==> config.mk <==
export PLATFORM = sky130hd
export DESIGN_NAME = shm_move_engine
export DESIGN_NICKNAME = d
export VERILOG_FILES = /design/src/rtl/shm_move_engine_pkg.sv /design/src/rtl/shm_move_engine_rd_lat_pipe.sv /design/src/rtl/shm_move_engine.sv
export SDC_FILE = /design/constraint.sdc
export NUM_CORES = 1
export LEC_CHECK = 0
export ABC_AREA = 1
export CORE_AREA = 2 2 117 119
export CTS_CLUSTER_SIZE = 24
export DETAILED_ROUTE_END_ITERATION = 7
export DIE_AREA = 0 0 119 121
export PLACE_DENSITY = 0.73
export SLEW_MARGIN = 20
export SYNTH_ARGS = -nofsm -noshare
export SYNTH_HDL_FRONTEND = slang
export SYNTH_HIERARCHICAL = 1
export SYNTH_SLANG_ARGS = --single-unit
==> constraint.sdc <==
create_clock -name i_clk -period 1.9 [get_ports i_clk]
set_input_delay 0.57 -clock i_clk [delete_from_list [all_inputs] [get_ports i_clk]]
set_output_delay 0.57 -clock i_clk [all_outputs]
set_load 0.005 [all_outputs]
==> src/rtl/shm_move_engine_pkg.sv <==
// Shared types and helpers for the shared-memory move engine.
//   move_state_t : command FSM states
//   DST_INBUF/DST_WBUF : destination buffer indices
//   row_width()  : row width in bits (lanes * bits per lane)
//   sel_width()  : width of a destination-select field (never 0)
package shm_move_engine_pkg;

  typedef enum logic [1:0] {
    IDLE   = 2'd0,
    ISSUE  = 2'd1,
    DRAIN  = 2'd2,
    FINISH = 2'd3
  } move_state_t;

  localparam int unsigned DST_INBUF = 0;
  localparam int unsigned DST_WBUF  = 1;

  function automatic int unsigned row_width(input int unsigned lanes, input int unsigned data_w);
    return lanes * data_w;
  endfunction

  function automatic int unsigned sel_width(input int unsigned num_dst);
    return (num_dst > 1) ? 32'($clog2(num_dst)) : 32'd1;
  endfunction

endpackage

==> src/rtl/shm_move_engine_rd_lat_pipe.sv <==
// Read-latency pipeline: carries {valid, destination address} alongside an
// outstanding shared-memory read so both emerge when the read data arrives.
//   i_clk, i_rst_n   : clock, async active-low clear
//   i_valid, i_addr  : read issued this cycle and its destination row
//   o_valid, o_addr  : same, delayed by RD_LAT cycles
module shm_move_engine_rd_lat_pipe #(
  parameter int unsigned RD_LAT = 1,
  parameter int unsigned ADDR_W = 6
) (
  input  logic              i_clk,
  input  logic              i_rst_n,
  input  logic              i_valid,
  input  logic [ADDR_W-1:0] i_addr,
  output logic              o_valid,
  output logic [ADDR_W-1:0] o_addr
);

  logic [RD_LAT-1:0] r_valid;
  logic [ADDR_W-1:0] r_addr [RD_LAT];

  // Shift register; a clear drops every in-flight entry.
  always_ff @(posedge i_clk or negedge i_rst_n) begin
    if (!i_rst_n) begin
      r_valid <= '0;
      for (int i = 0; i < RD_LAT; i++) r_addr[i] <= '0;
    end else begin
      r_valid[0] <= i_valid;
      r_addr[0]  <= i_addr;
      for (int i = 1; i < RD_LAT; i++) begin
        r_valid[i] <= r_valid[i-1];
        r_addr[i]  <= r_addr[i-1];
      end
    end
  end

  assign o_valid = r_valid[RD_LAT-1];
  assign o_addr  = r_addr[RD_LAT-1];

endmodule

==> src/rtl/shm_move_engine.sv <==
// Multi-row move engine: reads LEN strided rows from shared memory and writes
// them to consecutive rows of one destination buffer.
//   i_clk, i_rst_n             : clock, async active-low reset
//   i_start + command fields   : command strobe (IDLE only) and its operands
//   o_busy, o_done, o_err      : command status; done/err are one-cycle pulses
//   o_shm_ren, o_shm_a, i_shm_q: shared-memory read port (data RD_LAT later)
//   o_dst_wen, o_dst_a, o_dst_d: one-hot destination write port
module shm_move_engine
  import shm_move_engine_pkg::*;
#(
  parameter int unsigned LANES   = 4,
  parameter int unsigned DATA_W  = 32,
  parameter int unsigned ADDR_W  = 6,
  parameter int unsigned LEN_W   = 6,
  parameter int unsigned NUM_DST = 2,
  parameter int unsigned RD_LAT  = 1
) (
  input  logic                                 i_clk,
  input  logic                                 i_rst_n,
  input  logic                                 i_start,
  input  logic [ADDR_W-1:0]                    i_src_base,
  input  logic [ADDR_W-1:0]                    i_src_stride,
  input  logic [sel_width(NUM_DST)-1:0]        i_dst_sel,
  input  logic [ADDR_W-1:0]                    i_dst_base,
  input  logic [LEN_W-1:0]                     i_len,
  output logic                                 o_busy,
  output logic                                 o_done,
  output logic                                 o_err,
  output logic                                 o_shm_ren,
  output logic [ADDR_W-1:0]                    o_shm_a,
  input  logic [row_width(LANES, DATA_W)-1:0]  i_shm_q,
  output logic [NUM_DST-1:0]                   o_dst_wen,
  output logic [ADDR_W-1:0]                    o_dst_a,
  output logic [row_width(LANES, DATA_W)-1:0]  o_dst_d
);

  localparam int unsigned SEL_W = sel_width(NUM_DST);
  localparam int unsigned CNT_W = LEN_W + 1;

  move_state_t       r_state, w_state_nxt;
  logic              r_start_q;
  logic [ADDR_W-1:0] r_src_stride;
  logic [SEL_W-1:0]  r_dst_sel;
  logic [LEN_W-1:0]  r_len;
  logic              r_bad;
  logic [CNT_W-1:0]  r_iss_cnt, r_wr_cnt, w_wr_cnt_nxt;
  logic              r_shm_ren;
  logic [ADDR_W-1:0] r_shm_a, r_iss_dst;
  logic              r_busy, r_done, r_err;
  logic              w_start_go, w_cmd_bad, w_cmd_noop, w_issue_more;
  logic              w_issue_first, w_issue_next, w_busy_d, w_done_d, w_err_d;
  logic              w_pipe_valid;
  logic [ADDR_W-1:0] w_pipe_addr;

  // Rising-edge start: a strobe held high across a whole command launches it once.
  assign w_start_go   = i_start && !r_start_q;
  assign w_cmd_bad    = 32'(i_dst_sel) >= NUM_DST;
  assign w_cmd_noop   = w_cmd_bad || (i_len == '0);
  assign w_issue_more = r_iss_cnt < {1'b0, r_len};
  assign w_wr_cnt_nxt = r_wr_cnt + CNT_W'(w_pipe_valid);

  // State register.
  always_ff @(posedge i_clk or negedge i_rst_n) begin
    if (!i_rst_n) r_state <= IDLE;
    else          r_state <= w_state_nxt;
  end

  // Next state. No-op and invalid commands pass through DRAIN with a zero
  // length, which gives them the same two-cycle start-to-done latency.
  always_comb begin
    w_state_nxt = r_state;
    unique case (r_state)
      IDLE:    if (w_start_go) w_state_nxt = w_cmd_noop ? DRAIN : ISSUE;
      ISSUE:   if (!w_issue_more) w_state_nxt = DRAIN;
      DRAIN:   if (w_wr_cnt_nxt == {1'b0, r_len}) w_state_nxt = FINISH;
      FINISH:  w_state_nxt = IDLE;
      default: w_state_nxt = IDLE;
    endcase
  end

  // Output decode; registered below so status lines follow the state directly.
  always_comb begin
    w_issue_first = 1'b0;
    w_issue_next  = 1'b0;
    w_busy_d      = 1'b0;
    w_done_d      = 1'b0;
    w_err_d       = 1'b0;
    w_issue_first = (r_state == IDLE) && w_start_go && !w_cmd_noop;
    w_issue_next  = (r_state == ISSUE) && w_issue_more;
    w_busy_d      = (w_state_nxt != IDLE);
    w_done_d      = (w_state_nxt == FINISH);
    w_err_d       = w_done_d && r_bad;
  end

  // Command latch and status registers.
  always_ff @(posedge i_clk or negedge i_rst_n) begin
    if (!i_rst_n) begin
      r_start_q    <= 1'b0;
      r_src_stride <= '0;
      r_dst_sel    <= '0;
      r_len        <= '0;
      r_bad        <= 1'b0;
      r_busy       <= 1'b0;
      r_done       <= 1'b0;
      r_err        <= 1'b0;
    end else begin
      r_start_q <= i_start;
      r_busy    <= w_busy_d;
      r_done    <= w_done_d;
      r_err     <= w_err_d;
      if ((r_state == IDLE) && w_start_go) begin
        r_src_stride <= i_src_stride;
        r_dst_sel    <= i_dst_sel;
        r_len        <= w_cmd_bad ? '0 : i_len;
        r_bad        <= w_cmd_bad;
      end
    end
  end

  // Read issue and write counting; addresses wrap modulo 2^ADDR_W.
  always_ff @(posedge i_clk or negedge i_rst_n) begin
    if (!i_rst_n) begin
      r_shm_ren <= 1'b0;
      r_shm_a   <= '0;
      r_iss_dst <= '0;
      r_iss_cnt <= '0;
      r_wr_cnt  <= '0;
    end else begin
      if (w_issue_first) begin
        r_shm_ren <= 1'b1;
        r_shm_a   <= i_src_base;
        r_iss_dst <= i_dst_base;
        r_iss_cnt <= CNT_W'(1);
      end else if (w_issue_next) begin
        r_shm_ren <= 1'b1;
        r_shm_a   <= r_shm_a + r_src_stride;
        r_iss_dst <= r_iss_dst + ADDR_W'(1);
        r_iss_cnt <= r_iss_cnt + CNT_W'(1);
      end else begin
        r_shm_ren <= 1'b0;
        r_shm_a   <= '0;
      end
      if (r_state == IDLE)   r_wr_cnt <= '0;
      else if (w_pipe_valid) r_wr_cnt <= w_wr_cnt_nxt;
    end
  end

  shm_move_engine_rd_lat_pipe #(
    .RD_LAT (RD_LAT),
    .ADDR_W (ADDR_W)
  ) u_rd_lat_pipe (
    .i_clk   (i_clk),
    .i_rst_n (i_rst_n),
    .i_valid (r_shm_ren),
    .i_addr  (r_iss_dst),
    .o_valid (w_pipe_valid),
    .o_addr  (w_pipe_addr)
  );

  assign o_busy    = r_busy;
  assign o_done    = r_done;
  assign o_err     = r_err;
  assign o_shm_ren = r_shm_ren;
  assign o_shm_a   = r_shm_a;
  // Write port is driven straight from the returning read data.
  assign o_dst_wen = w_pipe_valid ? (NUM_DST'(1) << r_dst_sel) : '0;
  assign o_dst_a   = w_pipe_valid ? w_pipe_addr : '0;
  assign o_dst_d   = w_pipe_valid ? i_shm_q : '0;

endmodule

==> impl_results.md, run 1 <==
- Die Y: 121 µm
- Via density per instance: 4.382
- Worst setup EP type: output port
- Seq/Total Area, Yosys: 0.3355
- Net count after synthesis: 786
- Post-synthesis xor/xnor area fraction: 0.02710
- Most common cell after layout, fill and taps aside: clkdlybuf4s50_1
- Nets: 1132
- GRT overflow: 0
- Final setup fails: 123
- Simple-gate share of the synthesized area: 0.3374
- FF-to-FF Start: u_rd_lat_pipe/o_valid
- WL per Instance: 18.86 µm
- Clock power share: 0.372
- RSZ-0062 raised after global routing: yes
- Worst setup SP type: register
- Maximum fanout along the worst path: 8
- First-pass GRT wire length: roughly 30000 µm
- Least-Margin Pin Slew: 0.5188 ns
- Status: finished with violations
- Fmax: 0.4847 GHz
- Post-Syn Area: 0.003879 mm²
- I/O Buffers: 300
- Commonest cells after routing, fill and taps aside: 158 x clkdlybuf4s50_1, 134 x nand2_1, 85 x buf_6, 80 x nand2_4, 77 x inv_2
- Max_cap viols: 0
- Hold Violations, Final: 0
- Pre-antenna DRT Iters: 5
- Internal power: 0.001885 W
- Synth Area per Inst: 6.317 µm²
- Sink Count: 52
- Core Area: 0.01309 mm²
- Worst slew margin: 0.6542
- Library cells used by synthesis: 35
- DR vias: roughly 5000
- CTS tree: done
- Critical R2R Capture: o_busy
- Switching part of the total: 0.2283
- Hold Crit Class: input port to asynchronous set/reset pin
- Flops & latches, synth: 52
- Area of the die: 0.01440 mm²
- CP arrival: 1.49 ns
- Fin crit share: 1.086
- Layout area overhead: 128.6%
- Largest family of logic cells by synthesized area: simple AND/OR/NAND/NOR gates
- Largest net degree at the start of global routing: 32
- Slew Limit Fails: 0
- # diodes: 0
- Max H-tree Level: 2
- P_sw: ~0.00056 W
- Number of antenna violations at the first check in global routing: 0
- Setup TNS: -13.99 ns
- Starting Density: 0.2964
- Overall power: 0.002443 W
- Routed wire length: 21450 µm
- Num CTS Buffers: 5
- Logic pwr share: 0.174
- Worst Slack Setup Final: -0.1631 ns
- Post-DP HPWL: 16510 µm
- Setup slack, reg-to-reg: -0.11 ns
- Total global-route track usage: 0.2851
- Leak: 5.494 nW
- Worst Reg-to-Reg Cells: 13
- Num rows: 42
- Mux cell area share after synthesis: 0
- Skew-Pair Late Insertion Delay: 0.29 ns
- Share of cells above drive strength 1: 0.4308
- Flop pwr share: 0.453
- # DRC: 0
- Worst endpoint required time: 1.33 ns
- Max Buffers Root-to-Sink: 2
- Syn. warnings: 6
- Die W: 119 µm
- DRT iter0 DRCs: 211
- Pwr Density: 275.6 mW/mm²
- Minimum clock period: 2.063 ns
- Max VDD drop: about 0.00032 V
- Register area: 0.001305 mm²
- I/O Pins: 302
- Placed Area: 0.007292 mm²
- Fillers: roughly 1100
- Failing checks: setup timing
- Post-route core utilization: 0.6776
- Gpl congestion: 0.8717
- Root Driver: clkbuf_16
- Vias in the first global route: 4793
- Worst Skew: 0.003815 ns
- Kind of critical path: register to output port
- CTS clk-pin slew, worst paths: 0.07 ns
- Detail Route Antenna Nets: 0
- Worst hold slack: about 0.25 ns
- Synth Area in Compound Gates: 0.04387
- Post-Synth Adder-Cell Area: 0.05355
- Post-synthesis cell count: around 610
- Footprint of the multi-input gates: 0.002641 mm²
- Finished Cell Area: about 0.0089 mm²
## flip-flops by register name (all words and copies together) (netlist names)
name                   cells
r_wr_cnt                   7
u_rd_lat_pipe/o_addr       6
o_done                     1
r_iss_dst                  6
o_shm_ren                  1
r_dst_sel                  1
r_len                      6
r_start_q                  1
r_state                    2
r_src_stride               6
u_rd_lat_pipe/o_valid      1
r_iss_cnt                  7
o_shm_a                    6
o_busy                     1
## power by group through the flow
| stage | sequential (W) | combinational (W) | clock [W] |
|---|---|---|---|
| 2_1_floorplan | 0.00113 | 0.00000778 | 0 |
| 3_3_place_gp | 0.00113 | 0.000360 | 0 |
| 3_5_place_dp | 0.00113 | 0.000362 | 0 |
| 4_1_cts | 0.00111 | 0.000410 | 0.000925 |
| 5_1_grt | 0.00111 | 0.000449 | 0.000972 |
| 6_report | 0.00111 | 0.000425 | 0.000910 |
## worst max path at each step
stage	startpoint	end	slack, ns	cells after the start
6_report	u_rd_lat_pipe/o_valid	o_dst_d[126]	-0.16	6
5_1_grt	u_rd_lat_pipe/o_valid	o_busy	-0.24	13
4_1_cts	u_rd_lat_pipe/o_valid	o_dst_d[126]	-0.17	6
3_5_place_dp	i_shm_q[120]	o_dst_d[120]	-0.57	4
3_3_place_gp	i_shm_q[120]	o_dst_d[120]	-0.59	4
2_1_floorplan	r_iss_cnt[4]	r_iss_cnt[4]	0.30	9
## synthesized netlist by cell type (all sizes together)
master	n	area, µm²
fa	1	20.02
nor3	2	15.01
a21oi	6	30.03
xnor2	6	52.55
buf	19	121.4
xor2	6	52.55
conb	1	3.750
nand4	4	25.02
o21ai	20	100.1
o22ai	4	25.02
ha	15	187.7
dfrtp	52	1301
nand3	27	160.2
clkbuf	2	7.510
o21bai	1	7.510
nand2	255	1021
or2	1	6.260
inv	172	653.1
o21a	1	7.510
nor2	19	81.33
## kinds of logic (layout without fill, tap and decap cells)
logic type / after synthesis / count (layout)
other: 1 / 1
buffers and inverters: 193 / 540
adders and majority gates: 16 / 16
and+or+nand+nor: 308 / 308
DFF: 52 / 52
AOI/OAI and AO/OA: 32 / 32
xor gates and xnor gates: 12 / 12
## critical path, cell delays in order (launching register included)
cell     delay [ns]
dfrtp_4        0.50
buf_12         0.17
buf_12         0.14
buf_16         0.15
nand2_4        0.07
inv_4          0.05
buf_6          0.11
## stage by stage
stage	setup WS, ns	cells
after floorplan	0.2987	614
after global placement	-0.5876	1097
after detailed placement	-0.5654	1097
after CTS	-0.1701	1129
after global routing	-0.2358	1137
final	-0.1631	1137
## per-layer routing
layer | global-route usage | share of wire
met5 | 0 | 0
met1 | 0.3835 | 0.42
met4 | 0.08631 | 0.032
met3 | 0.1086 | 0.11
met2 | 0.4239 | 0.44
## timing repair
action | CTS | global route
setup endpoints to repair | 138 | 140
resized for setup | 778 | 131
setup buffers | 13 | 10
pin swaps | 11 | 10
gates cloned | 11 | 0
hold buffers | 0 | 0
## cell type report
type,count,share of cell area
clock inverters,1,0.0009879
flip-flops and latches,52,0.1472
repair buffers,360,0.4345
multi-input cells,369,0.2979
well taps,176,0.02484
clock buffers,7,0.01496
inverters,172,0.07959
Power figures use the tool's default switching activity.
==> run 2: changes to the inputs <==
==> constraint.sdc (replaced) <==
create_clock -name i_clk -period 1.9 [get_ports i_clk]
set_input_delay 0.285 -clock i_clk [delete_from_list [all_inputs] [get_ports i_clk]]
set_output_delay 0.285 -clock i_clk [all_outputs]
set_load 0.005 [all_outputs]
==> run 2 against run 1 <==
Effect of this change:
- the flow still finishes with violations (setup timing)
- first-iteration DRC count down 3.8%
- largest cell class unchanged
- flip-flop and latch count unchanged
- non-clock buffer count down 25
- clock power down 4.0%
==> impl_results.md, run 2 (same netlist as run 1, synthesis figures left out) <==
- Status: finished with violations
- Failing checks: setup timing
- CTS tree: done
- Skew-Pair Late Insertion Delay: 0.29 ns (about the same)
- Fin crit share: 1.008 (-0.07750)
- CTS clk-pin slew, worst paths: 0.07 ns (about the same)
- Slew Limit Fails: 0 (unchanged)
- Most common cell after layout, fill and taps aside: nand2_1
- Max VDD drop: 0.0003108 V (-1.4%)
- Max incr delay on CP: 0.51 ns (about the same)
- Largest net degree at the start of global routing: 22 (-31%)
- Commonest cells after routing, fill and taps aside: 217 x nand2_1, 171 x clkdlybuf4s50_1, 162 x inv_1, 95 x dlygate4sd2_1, 51 x dfrtp_1
- Worst Skew: 0.009474 ns (+0.005659 ns)
- I/O Buffers: 300 (unchanged)
- Dpl cells: 1088 (-0.82%)
- First-pass GRT wire length: 28120 µm (-6.5%)
- Final setup fails: 1 (-99%)
- Placed Area: 0.007164 mm² (-1.8%)
- Sink Count: 52 (unchanged)
- Total global-route track usage: 0.2650 (-0.02014)
- Core Area: 0.01309 mm² (unchanged)
- Worst hold slack: 0.4090 ns (+0.1602 ns)
- Pwr Density: 314.3 mW/mm² (+14%)
- CP arrival: 1.63 ns (+0.14 ns)
- CP delay by family, top: buffers and inverters
- WL per Instance: 17.85 µm (-5.3%)
- Worst setup EP type: output port
- Max_cap viols: 0 (unchanged)
- Worst endpoint required time: 1.62 ns (+0.29 ns)
- Pre-antenna DRT Iters: 5 (unchanged)
- Gpl congestion: 0.8714 (about the same)
- Number of antenna violations at the first check in global routing: 8 (+8)
- Die Y: 121 µm (unchanged)
- Hold Violations, Final: 0 (unchanged)
- Num CTS Buffers: 5 (unchanged)
- # DRC: 0 (unchanged)
- Biggest registers after layout: r_iss_cnt: 7 flops, r_wr_cnt: 7 flops
- Final Non-Filler Cells: 1115 (-1.9%)
- Die W: 119 µm (unchanged)
- Worst setup SP type: register
- Max Buffers Root-to-Sink: 2 (unchanged)
- Kind of critical path: register to output port
- RSZ-0062 raised after global routing: yes
- Maximum fanout along the worst path: 7 (-1)
- Cell Chain, Critical Path: buf_6, buf_8, nand2_2, inv_1, clkdlybuf4s50_1
- Leak: 5.068 nW (-7.7%)
- Share of cells above drive strength 1: 0.1058 (-0.3250)
- Root Driver: clkbuf_16
- Layout area overhead: 94.19%
- Finished Cell Area: 0.007532 mm² (-15%)
- Minimum clock period: 1.916 ns (-0.1473 ns)
- Via density per instance: 4.280 (-2.3%)
- Fmax: 0.5220 GHz (+7.7%)
- Area of the die: 0.01440 mm² (unchanged)
- Nets: 1107 (-2.2%)
- Routed wire length: 19910 µm (-7.2%)
- Num rows: 42 (unchanged)
- Worst Slack Setup Final: -0.01581 ns (+0.1473 ns)
- Max H-tree Level: 2 (unchanged)
- Post-route core utilization: 0.5756 (-0.1019)
- Hold Crit Class: register to register
- Detail Route Antenna Nets: 0 (unchanged)
- Vias in the first global route: 4483 (-6.5%)
- Buf/Inv on CP: 4 (-1)
- DRT iter0 DRCs: 203 (-3.8%)
- I/O Pins: 302 (unchanged)
- Starting Density: 0.2964 (unchanged)
- DR vias: 4772 (-4.2%)
- GRT overflow: 0 (unchanged)
- Post-DP HPWL: 16530 µm (+0.12%)
- Slowest cell on crit path: dfrtp_4
- Dpl ws: 0.0008583 ns (+0.5663 ns)
-- run 2: cell types whose count changed in the layout (fill, tap and decap cells not counted), moves of 24 or more --
cell / before / now
nand2_4: 80 / 4
inv_2: 77 / 7
dlygate4sd2_1: 34 / 95
inv_1: 73 / 162
nand2_1: 134 / 217
buf_6: 85 / 4
buf_2: 25 / 1
-- run 2: repair_timing --
item	4_1_cts	5_1_grt
buffers inserted	10	3
pin swaps	0	5
setup endpoints to repair	129	57
gates resized for setup	133	58
hold endpoints to repair	19	0
hold buffers	1	0
gates cloned	2	0
-- run 2: where the power goes --
part / total, W / switching, W / internal (W)
Combinational: 0.000385 / 0.000101 / 0.000284
Sequential: 0.00111 / 0.000000858 / 0.00111
Clock: 0.000874 / 0.000382 / 0.000491
Total: 0.00237 / 0.000485 / 0.00188
-- run 2: per-layer routing --
metal  track usage  routed length, µm  part of all wire  vias up
li1              -                  -                 -     2391
met1        0.3480               8604              0.43     2129
met2        0.3973               8587              0.43      213
met3        0.1273               2345              0.12       27
met4       0.05208                301             0.015       12
met5             0                 67            0.0034        -
-- run 2: worst paths after layout --
path / slack [ns] / to / cells past startpoint / startpoint
setup / recovery: -0.02 / o_dst_d[75] / 5 / u_rd_lat_pipe/o_valid
hold / removal: 0.41 / u_rd_lat_pipe/o_addr[3] / 0 / r_iss_dst[3]
setup reg to reg: 0.05 / o_busy / 13 / u_rd_lat_pipe/o_valid
hold reg to reg: 0.41 / u_rd_lat_pipe/o_addr[3] / 0 / r_iss_dst[3]
max in group asynchronous: 0.66 / r_wr_cnt[5] / 4 / i_rst_n
min in group asynchronous: 0.50 / r_src_stride[2] / 2 / i_rst_n
-- run 2: stage by stage --
stage	TNS [ns]	power (W)
after floorplan	0	0.001138
after global placement	-0.01977	0.001505
after detailed placement	0	0.001505
after CTS	-0.4574	0.002390
after global routing	-0.3765	0.002463
final	-0.01581	0.002367
-- run 2: area by class of cell --
type                       instances  area (µm²)
clock inverter                     2       13.76
inverter                         172       656.9
fill                            1253        5553
antenna                            3       7.507
timing repair buffer             335        3314
tap                              176       220.2
sequential                        52        1305
multi-input combinational        369        1886
clock buffer                       6       128.9
==> run 3: changes to the inputs <==
CTS_CLUSTER_SIZE = not set   (was 24)
==> results of run 3 <==
Same layout as run 2: the final DEF is identical, and so are final timing and power.
